--- src/rtl/ripple_borrow_sub_serial.sv ---
// Bit-serial ripple-borrow subtractor: computes a - b - bin one bit per clock, LSB first,
// and publishes diff/bout/ovf together with a one-cycle done pulse.
module ripple_borrow_sub_serial #(
    parameter int WIDTH = 4
) (
    input  logic             clk,
    input  logic             rst,
    input  logic             start,
    input  logic [WIDTH-1:0] a,
    input  logic [WIDTH-1:0] b,
    input  logic             bin,
    output logic [WIDTH-1:0] diff,
    output logic             bout,
    output logic             ovf,
    output logic             busy,
    output logic             done
);

    localparam int IDX_W = (WIDTH > 1) ? $clog2(WIDTH) : 1;
    localparam logic [IDX_W-1:0] LAST_IDX = IDX_W'(WIDTH - 1);

    typedef enum logic [1:0] {
        IDLE = 2'd0,
        RUN  = 2'd1,
        DONE = 2'd2
    } state_t;

    // Full-subtractor cell: returns {borrow_out, difference_bit}.
    function automatic logic [1:0] sub_bit(input logic ai, input logic bi, input logic bri);
        sub_bit = {(~ai & bi) | (~(ai ^ bi) & bri), ai ^ bi ^ bri};
    endfunction

    state_t           state_q, state_d;
    logic [WIDTH-1:0] a_sh_q, a_sh_d;
    logic [WIDTH-1:0] b_sh_q, b_sh_d;
    logic [WIDTH-1:0] res_q, res_d;
    logic [IDX_W-1:0] idx_q, idx_d;
    logic             br_q, br_d;
    logic [WIDTH-1:0] diff_q, diff_d;
    logic             bout_q, bout_d;
    logic             ovf_q, ovf_d;
    logic             busy_q, busy_d;
    logic             done_q, done_d;
    logic             armed_q, armed_d;
    logic [1:0]       step_s;

    // Next-state, datapath and registered-output computation.
    always_comb begin
        state_d = state_q;
        a_sh_d  = a_sh_q;
        b_sh_d  = b_sh_q;
        res_d   = res_q;
        idx_d   = idx_q;
        br_d    = br_q;
        diff_d  = diff_q;
        bout_d  = bout_q;
        ovf_d   = ovf_q;
        // The first edge after reset release only arms the block, so a start
        // coincident with that edge is dropped.
        armed_d = 1'b1;
        step_s  = sub_bit(a_sh_q[idx_q], b_sh_q[idx_q], br_q);

        case (state_q)
            IDLE: begin
                if (start && armed_q) begin
                    a_sh_d  = a;
                    b_sh_d  = b;
                    br_d    = bin;
                    idx_d   = {IDX_W{1'b0}};
                    res_d   = {WIDTH{1'b0}};
                    state_d = RUN;
                end else begin
                    state_d = IDLE;
                end
            end
            RUN: begin
                res_d[idx_q] = step_s[0];
                br_d         = step_s[1];
                if (idx_q == LAST_IDX) begin
                    state_d = DONE;
                    diff_d  = res_d;
                    bout_d  = step_s[1];
                    ovf_d   = (a_sh_q[WIDTH-1] ^ b_sh_q[WIDTH-1]) & (step_s[0] ^ a_sh_q[WIDTH-1]);
                end else begin
                    idx_d = idx_q + IDX_W'(1);
                end
            end
            DONE: begin
                state_d = IDLE;
            end
            default: begin
                state_d = IDLE;
            end
        endcase

        busy_d = (state_d != IDLE);
        done_d = (state_d == DONE);
    end

    // State and output registers with asynchronous clear.
    always_ff @(posedge clk or posedge rst) begin
        if (rst) begin
            state_q <= IDLE;
            a_sh_q  <= {WIDTH{1'b0}};
            b_sh_q  <= {WIDTH{1'b0}};
            res_q   <= {WIDTH{1'b0}};
            idx_q   <= {IDX_W{1'b0}};
            br_q    <= 1'b0;
            diff_q  <= {WIDTH{1'b0}};
            bout_q  <= 1'b0;
            ovf_q   <= 1'b0;
            busy_q  <= 1'b0;
            done_q  <= 1'b0;
            armed_q <= 1'b0;
        end else begin
            state_q <= state_d;
            a_sh_q  <= a_sh_d;
            b_sh_q  <= b_sh_d;
            res_q   <= res_d;
            idx_q   <= idx_d;
            br_q    <= br_d;
            diff_q  <= diff_d;
            bout_q  <= bout_d;
            ovf_q   <= ovf_d;
            busy_q  <= busy_d;
            done_q  <= done_d;
            armed_q <= armed_d;
        end
    end

    assign diff = diff_q;
    assign bout = bout_q;
    assign ovf  = ovf_q;
    assign busy = busy_q;
    assign done = done_q;

endmodule

--- config.mk ---
export PLATFORM = sky130hd
export DESIGN_NAME = ripple_borrow_sub_serial
export DESIGN_NICKNAME = d
export VERILOG_FILES = /design/src/rtl/ripple_borrow_sub_serial.sv
export SDC_FILE = /design/constraint.sdc
export NUM_CORES = 1
export LEC_CHECK = 0
export CAP_MARGIN = 20
export CORE_MARGIN = 1
export CORE_UTILIZATION = 35
export DETAILED_ROUTE_END_ITERATION = 12
export SYNTH_ARGS = -nofsm -noshare
export SYNTH_HDL_FRONTEND = slang
export SYNTH_SLANG_ARGS = --single-unit
--- constraint.sdc ---
create_clock -name clk -period 2.4 [get_ports clk]
set_input_delay 0.48 -clock clk [delete_from_list [all_inputs] [get_ports clk]]
set_output_delay 0.48 -clock clk [all_outputs]
set_load 0.02 [all_outputs]
==> metrics.txt <==
status=finished, final reports clean; switch share=0.375; synthesized area=1140 um^2; Synthesized Nets=109; RSZ-0062 raised after global routing=false; Pwr Total=1.80 mW; via-per-instance ratio=4.67; Gate power share=0.501; DR vias=728; internal power=1.12 mW; sw power=675 uW; first-pass GRT wire length=3.43 mm; worst IR drop on VDD=0.633 mV; reg2reg setup slack=0.25 ns; Place WS=0.239 ns; RD Place Congestion=0.745; Max Freq=464 MHz; drt first pass iters=3; Clock Pin Slew Worst Setup and Hold Paths=0.13 ns; synthesis-to-layout area growth=22.2%; Worst Skew=0.00378 ns; post-synthesis register bit count=25; Tightest Pin Transition=0.590 ns; CTS max path bufs=2; worst r2r path cells=5; Power Dens Cells=1290 nW/um^2; H-tree Lvls=1; Core Region=3080 um^2; vias in the first global route=753; fillers=306; leak pwr=0.632 nW; Slew HR=0.606; CTS tree=yes; Worst-Skew Late Latency=0.31 ns; DRC viols=0; Period Utilization, post-route=0.897; CTS root buffer=clkbuf_4; HP Class=reg2reg; Final Critical Period=2.15 ns; worst setup path startpoint=idx_q[0]$_DFFE_PP0P_; reg-to-reg startpoint=idx_q[0]$_DFFE_PP0P_; Worst EP required=2.61 ns; register area share after synthesis=0.550; All-Layer GR Usage=0.134; hpwl dp=1.40 mm; ratio of cells with drive above 1 in the final layout=0.161; crit end category=flop; grt total ovfl=0; Die W=59.0 um; DP Area=1360 um^2; Post-CTS Setup Bufs=0; Seq pwr share=0.397; setup TNS=0 ns; number of max-cap violations=0; final WL=1.88 mm; Post-CTS Hold Fix Bufs=0; Setup WS post-layout=0.247 ns; YS warnings=0; PostCTS Resize Cnt=0; Gate Count Post-Synth=92; total CTS buffers=3; Critical Path Fanout Max=9; Clock Sinks=25; leading cell type in the layout, fill and taps excluded=dfrtp_1; Initial Util=0.370; reg-to-reg endpoint=res_q[0]$_DFFE_PP0P_; Die H=59.0 um; critical path class=reg2reg; Inserted Diodes=0; Final Hold Fails=0; Final ANT Viol Nets=0; Die Area=3480 um^2; Layout Nets=130; syn avg cell area=12.4 um^2; crit start category=flop; num ports=20; final setup vio count=0; most frequent cells in the layout=dfrtp_1, clkdlybuf4s50_1, mux2_2; largest net degree at the start of global routing=26; initial antenna violation count=0; number of cell rows=20; 1st-iter DRT viols=5; Critical Path End=res_q[0]$_DFFE_PP0P_; clock power share=0.102; fin. max-slew vios=0; routed len/inst=12.1 um; port buffer count=19; post-synthesis cell type count=24; crit path DAT=2.36 ns; final instance area=1390 um^2
==> flip-flops by register name, indices dropped and copies added, names as in the netlist <==
register,flops
done,1
armed_q,1
br_q,1
idx_q,2
bout,1
b_sh_q,4
ovf,1
a_sh_q,4
res_q,3
busy,1
state_q,2
diff,4
==> per-stage QoR <==
stage,std cells,hold slack [ns],utilization
floorplan,92,0.472,-
global placement,152,0.462,0.443
detailed placement,152,0.469,0.443
CTS,156,0.495,0.452
global route,156,0.521,0.452
finish,156,0.491,0.452
==> Yosys cell counts <==
library cell  instances  area (um^2)
nor2b_1               5         31.3
mux4_2                2         45.0
ha_1                  4         50.1
mux2_2               10          113
nand3b_1              1         7.51
and4bb_4              1         16.3
fa_1                  1         20.0
nand2_1               7         26.3
and3_1                3         18.8
dfrtp_1              25          626
nor2_1                1         3.75
buf_6                 1         11.3
o21ai_0               6         30.0
a221o_1               3         30.0
a21oi_1               4         20.0
buf_1                 1         3.75
conb_1                1         3.75
inv_1                 9         33.8
clkbuf_1              1         3.75
o311ai_1              1         8.76
nor3b_1               2         15.0
nor2_2                1         6.26
buf_4                 1         7.51
nand2b_1              1         6.26
==> worst min-delay path by stage <==
stage,start,end,cells past startpoint
2_1_floorplan,res_q[0]$_DFFE_PP0P_,res_q[0]$_DFFE_PP0P_,1
4_1_cts,rst,ovf$_DFFE_PP0P_,3
3_3_place_gp,diff[0]$_DFFE_PP0P_,diff[0]$_DFFE_PP0P_,2
6_report,diff[1]$_DFFE_PP0P_,diff[1]$_DFFE_PP0P_,2
5_1_grt,rst,b_sh_q[3]$_DFFE_PP0P_,3
3_5_place_dp,ovf$_DFFE_PP0P_,ovf$_DFFE_PP0P_,2
==> worst max-delay path: stages (launching register included) <==
cell	delay [ns]
dfrtp_1	0.48
mux4_2	0.52
inv_1	0.08
fa_1	0.52
and3_1	0.20
a221o_1	0.26
==> power by group through the flow <==
stage	Sequential [mW]	Combinational, mW	Clock [mW]
6_report	0.714	0.901	0.183
5_1_grt	0.745	1.03	0.208
4_1_cts	0.720	0.912	0.199
3_5_place_dp	0.731	0.911	0
3_3_place_gp	0.725	0.877	0
2_1_floorplan	0.759	0.615	0
==> cell families (layout without fill, tap and decap cells) <==
| group | Yosys count | in the layout | share of synthesized area |
|---|---|---|---|
| muxes | 12 | 12 | 0.139 |
| buffers and inverters | 13 | 33 | 0.0528 |
| other | 1 | 1 | 0.00330 |
| adders and majority gates | 5 | 5 | 0.0616 |
| and+or+nand+nor | 22 | 22 | 0.116 |
| AOI/OAI and AO/OA | 14 | 14 | 0.0781 |
| DFF | 25 | 25 | 0.550 |
==> per-layer routing <==
metal / up-vias / GRT usage / share of wire
li1: 350 / - / -
met5: - / 0 / 0
met4: 0 / 0.0510 / 0.0069
met2: 11 / 0.219 / 0.48
met1: 365 / 0.173 / 0.48
met3: 2 / 0.0328 / 0.024
==> area by class of cell <==
class	count	area [um^2]	share of cell area
sequential	25	626	0.450
multi-input combinational	54	452	0.325
timing repair buffer	20	198	0.142
tap	44	55.1	0.0396
inverter	9	33.8	0.0243
clock buffer	4	26.3	0.0189
No activity file was read; power rests on OpenSTA's default activity.
